==> src/rtl/ipf_lcu_feeder.sv <==
// ipf_lcu_feeder
//
// Streams a 128x128 8-bit image from a synchronous ROM to the IPF in LCU order:
// 8x8 LCUs of 16x16 pixels, LCUs in raster order (lcu_x fastest), pixels within
// an LCU in raster order (col fastest). One run per reset; start is accepted
// only in IDLE.
//
// Ports
//   clk       in   1  rising-edge clock
//   reset     in   1  asynchronous active-high reset
//   start     in   1  one-cycle pulse, begins streaming (IDLE only)
//   busy      in   1  IPF cannot accept a pixel this cycle
//   iaddr     out 14  image ROM address (registered)
//   irom_en   out  1  ROM read strobe (registered); idata valid one cycle later
//   idata     in   8  image ROM read data
//   in_en     out  1  din valid this cycle (registered)
//   din       out  8  pixel to IPF (registered)
//   lcu_x     out  3  LCU column of the pixel stream (registered)
//   lcu_y     out  3  LCU row of the pixel stream (registered)
//   lcu_size  out  2  constant 0 (16x16 LCU)
//   done      out  1  all 16384 pixels delivered (registered)
//
// Datapath: read counter -> ROM (1-cycle latency) -> 2-entry FIFO -> din.
// A read is issued only when the FIFO plus reads already in flight can still
// absorb it after this edge's pop, so a stall of any length never overflows
// the FIFO. When the FIFO is empty the returning ROM word is forwarded
// straight to din, which gives 1 pixel/cycle with only two reads in flight.

module ipf_lcu_feeder (
  input  logic        clk,
  input  logic        reset,
  input  logic        start,
  input  logic        busy,
  output logic [13:0] iaddr,
  output logic        irom_en,
  input  logic [7:0]  idata,
  output logic        in_en,
  output logic [7:0]  din,
  output logic [2:0]  lcu_x,
  output logic [2:0]  lcu_y,
  output logic [1:0]  lcu_size,
  output logic        done
);

  localparam logic [13:0] LastPix = 14'h3fff;

  typedef enum logic [1:0] {
    StIdle,
    StRun,
    StDone
  } state_e;

  state_e state_q, state_d;

  // Read side
  logic [13:0] rd_cnt_q, rd_cnt_d;
  logic        rd_all_q, rd_all_d;   // every read of the image has been issued
  logic [13:0] iaddr_q, iaddr_d;
  logic        irom_en_q;
  logic        rd_vld_q;             // idata holds a read result this cycle

  // FIFO
  logic [7:0]  fifo_mem_q [2];
  logic        fifo_wptr_q, fifo_rptr_q;
  logic [1:0]  fifo_cnt_q, fifo_cnt_d;

  // Output side
  logic [13:0] out_cnt_q, out_cnt_d;
  logic        in_en_q;
  logic [7:0]  din_q, din_d;
  logic [2:0]  lcu_x_q, lcu_x_d;
  logic [2:0]  lcu_y_q, lcu_y_d;
  logic        done_q;

  logic        run;
  logic        from_fifo;
  logic        deliver;
  logic        push;
  logic        pop;
  logic        issue;
  logic [2:0]  outstanding;
  logic [7:0]  pix_data;

  always_comb begin
    state_d     = state_q;
    run         = (state_q == StRun);
    from_fifo   = (fifo_cnt_q != 2'd0);
    // The pixel source is the FIFO head, or the ROM word arriving now if the
    // FIFO is empty.
    deliver     = run && !busy && (from_fifo || rd_vld_q);
    pix_data    = from_fifo ? fifo_mem_q[fifo_rptr_q] : idata;
    pop         = deliver && from_fifo;
    // A returning word is stored unless it is being forwarded to din directly.
    push        = rd_vld_q && !(deliver && !from_fifo);
    // FIFO entries plus reads in flight as they stand after this edge,
    // not counting a read issued on this edge.
    outstanding = {1'b0, fifo_cnt_q} + {2'b00, rd_vld_q} + {2'b00, irom_en_q}
                  - {2'b00, deliver};
    issue       = run && !rd_all_q && (outstanding < 3'd2);

    fifo_cnt_d  = fifo_cnt_q + {1'b0, push} - {1'b0, pop};

    rd_cnt_d    = rd_cnt_q;
    rd_all_d    = rd_all_q;
    iaddr_d     = iaddr_q;
    if (issue) begin
      // rd_cnt = {lcu_y, lcu_x, row, col}; iaddr = {lcu_y, row, lcu_x, col}
      iaddr_d  = {rd_cnt_q[13:11], rd_cnt_q[7:4], rd_cnt_q[10:8], rd_cnt_q[3:0]};
      rd_cnt_d = rd_cnt_q + 14'd1;
      if (rd_cnt_q == LastPix) begin
        rd_all_d = 1'b1;
      end
    end

    out_cnt_d   = out_cnt_q;
    din_d       = din_q;
    lcu_x_d     = lcu_x_q;
    lcu_y_d     = lcu_y_q;
    if (deliver) begin
      out_cnt_d = out_cnt_q + 14'd1;
      din_d     = pix_data;
      // LCU index follows the pixel being presented, so it changes exactly on
      // pixel 0 of each LCU and holds through any following stall.
      lcu_x_d   = out_cnt_q[10:8];
      lcu_y_d   = out_cnt_q[13:11];
    end

    unique case (state_q)
      StIdle: begin
        if (start) begin
          state_d = StRun;
        end
      end
      StRun: begin
        if (deliver && (out_cnt_q == LastPix)) begin
          state_d = StDone;
        end
      end
      StDone: begin
        state_d = StDone;
      end
      default: begin
        state_d = StIdle;
      end
    endcase
  end

  always_ff @(posedge clk or posedge reset) begin
    if (reset) begin
      state_q       <= StIdle;
      rd_cnt_q      <= '0;
      rd_all_q      <= 1'b0;
      iaddr_q       <= '0;
      irom_en_q     <= 1'b0;
      rd_vld_q      <= 1'b0;
      fifo_mem_q[0] <= '0;
      fifo_mem_q[1] <= '0;
      fifo_wptr_q   <= 1'b0;
      fifo_rptr_q   <= 1'b0;
      fifo_cnt_q    <= '0;
      out_cnt_q     <= '0;
      in_en_q       <= 1'b0;
      din_q         <= '0;
      lcu_x_q       <= '0;
      lcu_y_q       <= '0;
      done_q        <= 1'b0;
    end else begin
      state_q    <= state_d;
      rd_cnt_q   <= rd_cnt_d;
      rd_all_q   <= rd_all_d;
      iaddr_q    <= iaddr_d;
      irom_en_q  <= issue;
      rd_vld_q   <= irom_en_q;
      if (push) begin
        fifo_mem_q[fifo_wptr_q] <= idata;
        fifo_wptr_q             <= ~fifo_wptr_q;
      end
      if (pop) begin
        fifo_rptr_q <= ~fifo_rptr_q;
      end
      fifo_cnt_q <= fifo_cnt_d;
      out_cnt_q  <= out_cnt_d;
      in_en_q    <= deliver;
      din_q      <= din_d;
      lcu_x_q    <= lcu_x_d;
      lcu_y_q    <= lcu_y_d;
      // done rises the cycle after the last pixel is presented
      done_q     <= (state_q == StDone);
    end
  end

  assign iaddr    = iaddr_q;
  assign irom_en  = irom_en_q;
  assign in_en    = in_en_q;
  assign din      = din_q;
  assign lcu_x    = lcu_x_q;
  assign lcu_y    = lcu_y_q;
  assign lcu_size = 2'd0;
  assign done     = done_q;

endmodule
==> config.mk <==
export PLATFORM = sky130hd
export DESIGN_NAME = ipf_lcu_feeder
export DESIGN_NICKNAME = d
export VERILOG_FILES = /design/src/rtl/ipf_lcu_feeder.sv
export SDC_FILE = /design/constraint.sdc
export NUM_CORES = 1
export LEC_CHECK = 0
export CAP_MARGIN = 25
export CORE_AREA = 10 10 112 114
export CTS_CLUSTER_DIAMETER = 100
export DETAILED_ROUTE_END_ITERATION = 16
export DIE_AREA = 0 0 122 124
export DONT_BUFFER_PORTS = 1
export SLEW_MARGIN = 40
export SYNTH_ARGS = -nofsm -noshare
export SYNTH_HDL_FRONTEND = slang
export SYNTH_SLANG_ARGS = --single-unit
==> constraint.sdc <==
create_clock -name clk -period 4.6 [get_ports clk]
set_clock_uncertainty 0.2 [all_clocks]
set_input_delay 0.46 -clock clk [delete_from_list [all_inputs] [get_ports clk]]
set_output_delay 0.46 -clock clk [all_outputs]
set_load 0.01 [all_outputs]
==> reports/results.ini <==
[outcome]
outcome=finished clean

[setup_path]
crit_required_ns=4.68
critPathCapture=rd_cnt_q[10]
path_depth=16
crit_family=adder cells
critPathMaxStageDelay_ns=0.46
r2r-end=rd_cnt_q[10]
crit_path_cell_trace=inv_1 -> ha_1 -> nor2b_1 -> nand2_1 -> inv_2 -> ha_1 -> inv_1 -> ha_1 -> a21o_1 -> fa_1 -> nor2_1 -> nand3_1 -> buf_4 -> inv_1 -> and4_1 -> xor2_1
r2r_start=state_q[1]
startpoint=state_q[1]
reg2reg_depth=16
crit_type=reg -> reg
worstPathBufferInverterCount=5
path_max_fanout=21
r2r_slack_ns=0.51
worstPathArrival_ns=4.17
cp-end-kind=register
slowest_stage=inv_1
cp-start-kind=register

[clocking]
cts_resized=0
cts-root-buf=clkbuf_8
cts_buffer_depth=2
path_clk_slew_ns=0.09
cts_tree=done
cts_made_buffers=9
cts-htree-levels=3
numClockSinks=83
clkLatencyLatePin_ns=0.36

[grt]
grt_pass1_vias=2324
grt_pass1_wl_um=12200
antenna_found_initial=0
grt_usage_pct=10.2
overflow=0
grt_max_degree=43

[power]
cellPowerDensity_nw_per_um2=317
ir_drop_uv=140
power_leakage_nw=2.00

[layout]
layout.cells.non_filler=472
syn_to_final_growth_pct=10.4
fin_nets=353
drive_above_1_share_pct=11.9
antenna_cells=0

[detailed_routing]
detail_route.first_pass.iterations=4
vias=2276
wl_met1_um=3140
vias_per_cell=4.82
drt_iter0_markers=161
wl_per_cell_um=15.5
wl_um=7320
wl_met3_um=511
ant_nets=0
drcViolationCount=0
wl_met2_um=3600
top_layer=met4

[sta]
drv_slew=0
fmax_mhz=244
setup-tns-final_ns=0
relSlewSlack_pct=49.5
hold_viol=0
finalCriticalPeriod_ns=4.09
setup_viol=0
rsz0062_at_grt=false
tightest_slew_ns=0.755
finalCritPeriodShare_pct=88.9

[floorplanning]
die_h_um=124
dieArea_um2=15100
io_pins=45
core_area_um2=10200
die_w_um=122
start_util_pct=35.3
std_cell_rows=37

[synthesis]
synthCells=323
async_flop_share_pct=100
ys_ff_latch=83
synth_ff_type=dfrtp_1
yosys_warnings=0
syn_area_per_cell_um2=11.2
seq_area_frac_synth_pct=57.6
yosysUniqueCellTypes=36
syn_area_um2=3610
synth_edf_count=0

[placed_design]
place.gp.congestion=0.744
io_buffers=0
dp_hpwl_um=4990
placed_cells=455

[job]
drv_cap=0

[min_path]
min-delay-path-class=in -> reg

==> layout by cell type (no fill, tap or decap), types with 5 or more instances in the layout <==
cell	netlist	layout
dfrtp_1	83	83
nand2_1	77	77
xnor2_1	19	19
mux2_2	16	16
xor2_1	12	12
inv_1	13	12
o21ai_0	10	10
and4_1	9	9
ha_1	9	9
clkbuf_8	0	9
mux2i_1	8	8
a22oi_1	8	8
nand3_1	7	7
nor2_1	6	6
nor3_1	6	6
nand4_1	5	5
==> cell type report <==
class / count / area, µm²
Sequential cell: 83 / 2080
Inverter: 14 / 55.1
Clock buffer: 10 / 128
Timing Repair Buffer: 5 / 40.0
Clock inverter: 6 / 66.3
Fill cell: 983 / 6250
Tap cell: 136 / 170
Multi-Input combinational cell: 218 / 1450
==> layer usage <==
layer	global-route usage [%]	up-vias
li1	-	1105
met1	12.3	1130
met2	16.1	34
met3	4.48	7
met4	3.13	0
met5	0	-
==> cells in the mapped netlist (6+ instances only) <==
master	n	area, µm²
nor2_1	6	22.5
xor2_1	12	105
mux2i_1	8	80.1
nor3_1	6	30.0
mux2_2	16	180
inv_1	13	48.8
nand3_1	7	35.0
ha_1	9	113
o21ai_0	10	50.1
a22oi_1	8	60.1
dfrtp_1	83	2080
and4_1	9	78.8
xnor2_1	19	166
nand2_1	77	289
==> worst min path at each step <==
stage          startpoint              to  cells after the start
2_1_floorplan     irom_en        rd_vld_q                      0
3_3_place_gp        reset  fifo_mem_q[11]                      1
3_5_place_dp        reset  fifo_mem_q[11]                      1
4_1_cts          idata[0]          din[0]                      2
5_1_grt          idata[7]  fifo_mem_q[15]                      1
6_report         idata[0]          din[0]                      2
==> power breakdown <==
part / internal (mW) / switching, mW
clock network: 0.252 / 0.267
logic: 0.00191 / 0.0148
registers: 0.729 / 0
total: 0.983 / 0.282
==> worst reg2reg max path, cell delays in order, from the launching register on <==
cell and delay [ns]:
dfrtp_1 0.41, inv_1 0.08, ha_1 0.29, nor2b_1 0.27, nand2_1 0.12, inv_2 0.16
ha_1 0.25, inv_1 0.05, ha_1 0.21, a21o_1 0.16, fa_1 0.44, nor2_1 0.13
nand3_1 0.09, buf_4 0.22, inv_1 0.46, and4_1 0.33, xor2_1 0.14
==> kinds of logic after synthesis <==
family                     Yosys count  synth area share, %
and+or+nand+nor                    125                 16.1
DFF                                 83                 57.6
xor gates and xnor gates            31                 7.52
AOI/OAI and AO/OA                   26                 5.06
muxes                               24                 7.21
buffers and inverters               23                 2.77
adders and majority gates           10                 3.68
other                                1                0.104
==> registers in the layout, summed over array words and instances, names as in the netlist <==
register     cells
iaddr           14
state_q          2
rd_vld_q         1
irom_en          1
fifo_mem_q      16
fifo_rptr_q      1
din              8
in_en            1
done             1
out_cnt_q       14
lcu_x            3
rd_cnt_q        14
lcu_y            3
fifo_wptr_q      1
fifo_cnt_q       2
rd_all_q         1
==> stage by stage <==
stage          cell area [µm²]  hold slack (ns)  power (mW)  worst slack (ns)  util, %
6_report                  3990           0.0425        1.26             0.510     39.0
5_1_grt                   3990           0.0203        1.32            0.0723     39.0
4_1_cts                   3980           0.0195        1.29             0.544     38.9
3_5_place_dp              3780            0.286       0.761             0.573     36.9
3_3_place_gp              3770            0.279       0.760             0.741     36.8
2_1_floorplan             3610            0.235       0.757              1.05        -
==> timing repair <==
action	in CTS	in global routing
setup buffers	0	0
setup endpoints to repair	0	0
endpoints found under the hold margin	41	0
hold buffers	1	0
Power figures use the tool's default switching activity.
